## src/rtl/clock_set_ctrl_if.sv

```systemverilog
// Bundle of the clock-setting controller's button, time and shadow-value signals.
// The master side is the surrounding clock (buttons, tick, live time); the
// slave side is clock_set_ctrl itself.
interface clock_set_ctrl_if;
  logic       tick_1hz;
  logic       btn_mode;
  logic       btn_inc;
  logic [4:0] cur_hour;
  logic [5:0] cur_min;
  logic       run_en;
  logic       load;
  logic [4:0] set_hour;
  logic [5:0] set_min;
  logic [1:0] edit_field;
  logic       blink;

  modport master (
    output tick_1hz,
    output btn_mode,
    output btn_inc,
    output cur_hour,
    output cur_min,
    input  run_en,
    input  load,
    input  set_hour,
    input  set_min,
    input  edit_field,
    input  blink
  );

  modport slave (
    input  tick_1hz,
    input  btn_mode,
    input  btn_inc,
    input  cur_hour,
    input  cur_min,
    output run_en,
    output load,
    output set_hour,
    output set_min,
    output edit_field,
    output blink
  );
endinterface

```

## src/rtl/clock_set_ctrl.sv

```systemverilog
// Clock-setting controller: a mode button walks RUN -> hour edit -> minute
// edit -> one-cycle commit; an increment button bumps the field being edited.
// An edit session with no button activity for TIMEOUT_S seconds is abandoned
// without loading. All outputs are registered and follow the next state.
module clock_set_ctrl #(
  parameter int TIMEOUT_S = 30
) (
  input  logic         clk,
  input  logic         rst_n,   // active-high synchronous reset despite the name
  clock_set_ctrl_if.slave bus
);

  localparam int IDLE_W = $clog2(TIMEOUT_S + 1);
  localparam logic [IDLE_W-1:0] TIMEOUT_V = IDLE_W'(TIMEOUT_S);

  typedef enum logic [1:0] {
    ST_RUN     = 2'd0,
    ST_SET_HR  = 2'd1,
    ST_SET_MIN = 2'd2,
    ST_COMMIT  = 2'd3
  } state_t;

  localparam logic [1:0] FIELD_NONE = 2'b00;
  localparam logic [1:0] FIELD_HOUR = 2'b01;
  localparam logic [1:0] FIELD_MIN  = 2'b10;

  state_t            state_q, state_d;
  logic [4:0]        set_hour_q, set_hour_d;
  logic [5:0]        set_min_q, set_min_d;
  logic [IDLE_W-1:0] idle_q, idle_d;
  logic              blink_q, blink_d;
  logic              run_en_q, run_en_d;
  logic              load_q, load_d;
  logic [1:0]        edit_field_q, edit_field_d;
  logic [IDLE_W-1:0] idle_inc;

  // Hour increment with 23 -> 0 wrap; out-of-range values also fold to 0.
  function automatic logic [4:0] inc_hour(input logic [4:0] h);
    return (h >= 5'd23) ? 5'd0 : h + 5'd1;
  endfunction

  // Minute increment with 59 -> 0 wrap; out-of-range values also fold to 0.
  function automatic logic [5:0] inc_min(input logic [5:0] m);
    return (m >= 6'd59) ? 6'd0 : m + 6'd1;
  endfunction

  // Idle counter never exceeds TIMEOUT_S while editing, so this cannot overflow
  // in a way that matters.
  assign idle_inc = idle_q + 1'b1;

  // Next-state, shadow-value, idle/blink and registered-output computation.
  always_comb begin
    state_d    = state_q;
    set_hour_d = set_hour_q;
    set_min_d  = set_min_q;
    idle_d     = idle_q;
    blink_d    = blink_q;

    unique case (state_q)
      ST_RUN: begin
        if (bus.btn_mode) begin
          // Shadow registers snapshot the live time as the session opens.
          state_d    = ST_SET_HR;
          set_hour_d = bus.cur_hour;
          set_min_d  = bus.cur_min;
          idle_d     = '0;
          blink_d    = 1'b0;
        end else if (bus.btn_inc) begin
          idle_d = '0;
        end
      end

      ST_SET_HR: begin
        if (bus.tick_1hz) blink_d = ~blink_q;
        // Buttons take priority over the timeout tick; mode beats inc.
        if (bus.btn_mode) begin
          state_d = ST_SET_MIN;
          idle_d  = '0;
        end else if (bus.btn_inc) begin
          set_hour_d = inc_hour(set_hour_q);
          idle_d     = '0;
        end else if (bus.tick_1hz) begin
          idle_d = idle_inc;
          if (idle_inc == TIMEOUT_V) state_d = ST_RUN;
        end
      end

      ST_SET_MIN: begin
        if (bus.tick_1hz) blink_d = ~blink_q;
        if (bus.btn_mode) begin
          state_d = ST_COMMIT;
          idle_d  = '0;
        end else if (bus.btn_inc) begin
          set_min_d = inc_min(set_min_q);
          idle_d    = '0;
        end else if (bus.tick_1hz) begin
          idle_d = idle_inc;
          if (idle_inc == TIMEOUT_V) state_d = ST_RUN;
        end
      end

      ST_COMMIT: begin
        // Single load cycle; buttons here are deliberately ignored.
        state_d = ST_RUN;
      end

      default: state_d = ST_RUN;
    endcase

    // Blink only has meaning while a field is being edited.
    if (state_d == ST_RUN || state_d == ST_COMMIT) blink_d = 1'b0;

    run_en_d = (state_d == ST_RUN);
    load_d   = (state_d == ST_COMMIT);
    unique case (state_d)
      ST_SET_HR:  edit_field_d = FIELD_HOUR;
      ST_SET_MIN: edit_field_d = FIELD_MIN;
      default:    edit_field_d = FIELD_NONE;
    endcase
  end

  // State and output registers; reset aborts any session with no load pulse.
  always_ff @(posedge clk) begin
    if (rst_n) begin
      state_q      <= ST_RUN;
      set_hour_q   <= '0;
      set_min_q    <= '0;
      idle_q       <= '0;
      blink_q      <= 1'b0;
      run_en_q     <= 1'b1;
      load_q       <= 1'b0;
      edit_field_q <= FIELD_NONE;
    end else begin
      state_q      <= state_d;
      set_hour_q   <= set_hour_d;
      set_min_q    <= set_min_d;
      idle_q       <= idle_d;
      blink_q      <= blink_d;
      run_en_q     <= run_en_d;
      load_q       <= load_d;
      edit_field_q <= edit_field_d;
    end
  end

  assign bus.run_en     = run_en_q;
  assign bus.load       = load_q;
  assign bus.set_hour   = set_hour_q;
  assign bus.set_min    = set_min_q;
  assign bus.edit_field = edit_field_q;
  assign bus.blink      = blink_q;

endmodule

```

## src/flat_wrapper.sv

```systemverilog
// flat-port wrapper written by rule: the top's interface ports become plain ports
module clock_set_ctrl_flat 
#(
  parameter int TIMEOUT_S = 30
)
  (clk, rst_n, bus_tick_1hz, bus_btn_mode, bus_btn_inc, bus_cur_hour, bus_cur_min, bus_run_en, bus_load, bus_set_hour, bus_set_min, bus_edit_field, bus_blink);
  clock_set_ctrl_if bus_i ();
  input  logic clk;
  input  logic rst_n;
  input wire logic [$bits(bus_i.tick_1hz)-1:0] bus_tick_1hz;
  input wire logic [$bits(bus_i.btn_mode)-1:0] bus_btn_mode;
  input wire logic [$bits(bus_i.btn_inc)-1:0] bus_btn_inc;
  input wire logic [$bits(bus_i.cur_hour)-1:0] bus_cur_hour;
  input wire logic [$bits(bus_i.cur_min)-1:0] bus_cur_min;
  output wire logic [$bits(bus_i.run_en)-1:0] bus_run_en;
  output wire logic [$bits(bus_i.load)-1:0] bus_load;
  output wire logic [$bits(bus_i.set_hour)-1:0] bus_set_hour;
  output wire logic [$bits(bus_i.set_min)-1:0] bus_set_min;
  output wire logic [$bits(bus_i.edit_field)-1:0] bus_edit_field;
  output wire logic [$bits(bus_i.blink)-1:0] bus_blink;
  assign bus_i.tick_1hz = bus_tick_1hz;
  assign bus_i.btn_mode = bus_btn_mode;
  assign bus_i.btn_inc = bus_btn_inc;
  assign bus_i.cur_hour = bus_cur_hour;
  assign bus_i.cur_min = bus_cur_min;
  assign bus_run_en = bus_i.run_en;
  assign bus_load = bus_i.load;
  assign bus_set_hour = bus_i.set_hour;
  assign bus_set_min = bus_i.set_min;
  assign bus_edit_field = bus_i.edit_field;
  assign bus_blink = bus_i.blink;
  clock_set_ctrl #(.TIMEOUT_S(TIMEOUT_S)) u_core (.clk(clk), .rst_n(rst_n), .bus(bus_i));
endmodule
```

## config.mk

```make
export PLATFORM = sky130hd
export DESIGN_NAME = clock_set_ctrl_flat
export DESIGN_NICKNAME = d
export VERILOG_FILES = /design/src/rtl/clock_set_ctrl_if.sv /design/src/rtl/clock_set_ctrl.sv /design/src/flat_wrapper.sv
export SDC_FILE = /design/constraint.sdc
export NUM_CORES = 1
export LEC_CHECK = 0
export ABC_AREA = 1
export ABC_CLOCK_PERIOD_IN_PS = 3350
export CELL_PAD_IN_SITES_DETAIL_PLACEMENT = 0
export CELL_PAD_IN_SITES_GLOBAL_PLACEMENT = 2
export CORE_AREA = 5 5 89 67
export CTS_CLUSTER_DIAMETER = 60
export DETAILED_ROUTE_END_ITERATION = 12
export DIE_AREA = 0 0 94 72
export PLACE_DENSITY = 0.87
export SLEW_MARGIN = 10
export SYNTH_ARGS = -nofsm -noshare
export SYNTH_HDL_FRONTEND = slang
export SYNTH_SLANG_ARGS = --single-unit
export TNS_END_PERCENT = 5
```

## constraint.sdc

```tcl
create_clock -name clk -period 3.35 [get_ports clk]
set_input_delay 0.67 -clock clk [delete_from_list [all_inputs] [get_ports clk]]
set_output_delay 0.67 -clock clk [all_outputs]
set_load 0.02 [all_outputs]
```

==> results.sh <==
export IMPL_postCtsHoldBufs=0
export IMPL_max_freq_ghz=0.475
export IMPL_hold_path_class="register to register"
export IMPL_drt_total_wl_um=3410
export IMPL_die_width_um=94
export IMPL_grt_max_degree=14
export IMPL_clock_sinks=23
export IMPL_grt_antenna_before_repair=0
export IMPL_worstPathArrival_ns=2.26
export IMPL_grtUsageTotal_pct=10.8
export IMPL_overflow=0
export IMPL_diodes=0
export IMPL_die_area_mm2=0.00677
export IMPL_die_h_um=72
export IMPL_reg2reg_slack_ns=1.33
export IMPL_synth_area_leaders="dfxtp_1 (33%), nand2_1 (10%), ha_1 (9.0%)"
export IMPL_hold_path_startpoint="u_core.idle_q[4]$_SDFFE_PP0P_"
export IMPL_status="finished clean"
export IMPL_start_kind="input pin"
export IMPL_period_share_pct=62.8
export IMPL_final_common_cell="nand2_1"
export IMPL_holdPathEnd="u_core.idle_q[4]$_SDFFE_PP0P_"
export IMPL_dp_slack_ns=0.964
export IMPL_cp_slowest_cell="clkdlybuf4s50_1"
export IMPL_worstSetupPathType="input pin to register"
export IMPL_synth_top_area_share_pct=32.9
export IMPL_io_pins=32
export IMPL_syn_to_final_growth_pct=31.3
export IMPL_grt_first_pass_wirelength_um=5850
export IMPL_whs_path_depth=2
export IMPL_io_buffers=31
export IMPL_cp_max_fo=6
export IMPL_start_util_pct=27.9
export IMPL_grt_pass1_vias=1238
export IMPL_finalHoldViolations=0
export IMPL_layout_min_cycle_time_ns=2.10
export IMPL_drv_cap=0
export IMPL_rr_endpoint="u_core.bus.run_en$_SDFF_PP1_"
export IMPL_fin_skew_ns=0.00352
export IMPL_setup_tns_ns=0
export IMPL_antenna_left=0
export IMPL_cts_clk_slew_worst_paths_ns=0.09
export IMPL_ys_seq_elements=23
export IMPL_cp_slowest_stage_delay_ns=0.56
export IMPL_yosys_area_top_type="dfxtp_1"
export IMPL_final_nets=252
export IMPL_fin_total_pwr_mw=0.706
export IMPL_r2r_cells=7
export IMPL_setup_slack_ns=1.25
export IMPL_synth_warnings=0
export IMPL_drtIter0Drc=51
export IMPL_regToRegStartpoint="u_core.state_q[1]$_SDFF_PP0_"
export IMPL_ys_seq_area_share_pct=32.9
export IMPL_place_congestion=0.777
export IMPL_power_density_mw_per_mm2=385
export IMPL_h_tree_depth=1
export IMPL_drive_gt1_share_pct=13.8
export IMPL_synth_cells=192
export IMPL_cts_root_buf="clkbuf_8"
export IMPL_slew_headroom_pct=63.5
export IMPL_ctsResizeCount=0
export IMPL_clock_path_buffers=2
export IMPL_drc=0
export IMPL_peakVddDrop_mv=0.177
export IMPL_postSynthAreaPerCell_um2=7.28
export IMPL_tightest_slew_ns=0.540
export IMPL_fp_coreArea_mm2=0.00501
export IMPL_path_cells="clkdlybuf4s50_1 -> nor2_4 -> inv_1 -> nor2_1 -> a21oi_4 -> ha_1 -> or2_2"
export IMPL_cts_tree="built"
export IMPL_post_cts_buffers=0
export IMPL_yosysUniqueCellTypes=31
export IMPL_critPathRequiredTime_ns=3.51
export IMPL_worstSetupEndpointType="register"
export IMPL_mostFrequentLayoutCells="nand2_1 (39), clkdlybuf4s50_1 (31), dfxtp_1 (23)"
export IMPL_dr_pass1_iters=4
export IMPL_p_leak_nw=0.738
export IMPL_rows=22
export IMPL_rsz0062_at_grt="no"
export IMPL_synth_fp_nets=218
export IMPL_report_final_slew_viol_count=0
export IMPL_cts_buffers=3
export IMPL_viasPerCell=4.31
export IMPL_insertion_delay_ns=0.27
export IMPL_setup_viol=0
export IMPL_vias=1281
export IMPL_wl_per_cell_um=11.5
export IMPL_netlist_area_mm2=0.00140
export IMPL_hpwl_um=2650
==> Yosys cell counts <==
cell / n
nand3b_1: 1
nand2_4: 2
nor2_2: 3
xnor2_1: 1
ha_1: 10
buf_2: 1
a211oi_1: 1
a21oi_4: 2
nor2_4: 1
clkinv_1: 1
inv_4: 1
nand2_2: 7
o21ai_2: 1
or2_2: 3
inv_2: 4
a31oi_1: 8
inv_1: 21
nand2_1: 39
nand3_2: 2
xor2_1: 2
dfxtp_1: 23
a21oi_1: 11
o21ai_0: 14
a21oi_2: 1
nand4_1: 2
o22ai_1: 2
nor2_1: 10
nand3_1: 15
a41oi_1: 1
o21ai_1: 1
clkbuf_1: 1
==> logic make-up (layout without fill, tap and decap cells) <==
group / Yosys count / after routing / synth area share, %
xor gates and xnor gates: 3 / 3 / 1.88
and+or+nand+nor: 85 / 85 / 29.6
adders and majority gates: 10 / 10 / 8.95
AOI/OAI and AO/OA: 42 / 42 / 18.5
DFF: 23 / 23 / 32.9
buffers and inverters: 29 / 62 / 8.06
==> worst max-delay path: cells and delay by family <==
family | cells | cell delay [ns]
AND/OR/NAND/NOR | 3 | 0.69
buffers and inverters | 2 | 0.66
AO/OA/AOI/OAI | 1 | 0.05
adder cells (fa/ha/maj) | 1 | 0.19
==> power by group <==
| group | leakage [nW] | internal [mW] | switching [mW] |
|---|---|---|---|
| registers | 0.189 | 0.296 | 0.0254 |
| clock network | 0.0255 | 0.0831 | 0.0957 |
| logic | 0.523 | 0.0926 | 0.113 |
| total | 0.738 | 0.472 | 0.234 |
==> flip-flops by register name, summed over array words and instances (netlist names) <==
register               count
u_core.bus.load            1
u_core.bus.set_min         6
u_core.idle_q              5
u_core.bus.run_en          1
u_core.bus.set_hour        5
u_core.state_q             2
u_core.bus.blink           1
u_core.bus.edit_field      2
==> worst max path at each step <==
stage	startpoint	to	slack, ns	cells past startpoint
3_5_place_dp	bus_btn_inc	u_core.bus.blink$_SDFFE_PP0P_	0.96	12
2_1_floorplan	u_core.state_q[1]$_SDFF_PP0_	u_core.bus.run_en$_SDFF_PP1_	1.57	9
4_1_cts	bus_btn_inc	u_core.bus.blink$_SDFFE_PP0P_	1.25	12
5_1_grt	bus_btn_inc	u_core.bus.blink$_SDFFE_PP0P_	1.11	12
6_report	bus_btn_mode	u_core.bus.run_en$_SDFF_PP1_	1.25	7
3_3_place_gp	bus_btn_mode	u_core.bus.run_en$_SDFF_PP1_	0.97	7
==> through the flow <==
step / hold WS [ns] / cells / utilization (%) / cell area [µm²]
2_1_floorplan: 0.457 / 192 / - / 1400
3_3_place_gp: 0.474 / 293 / 35.7 / 1790
3_5_place_dp: 0.481 / 293 / 35.7 / 1790
4_1_cts: 0.494 / 297 / 36.6 / 1840
5_1_grt: 0.534 / 297 / 36.6 / 1840
6_report: 0.493 / 297 / 36.6 / 1840
==> area by class of cell <==
cell class | instances | area [µm²]
clock inverter | 1 | 5.00
inverter | 27 | 104
multi-input combinational | 140 | 825
timing repair buffer | 31 | 310
sequential | 23 | 460
clock buffer | 3 | 41.3
tap | 72 | 90.1
fill | 556 | 3170
==> routing by layer <==
metal | global-route usage, % | part of all wire (%) | vias to the layer above
met5 | 0 | 0 | -
met2 | 16.1 | 40 | 31
met3 | 3.42 | 4.9 | 2
li1 | - | - | 698
met4 | 1.92 | 0.50 | 0
met1 | 15.3 | 54 | 550
Note: power is estimated with default switching activity, not from simulation.
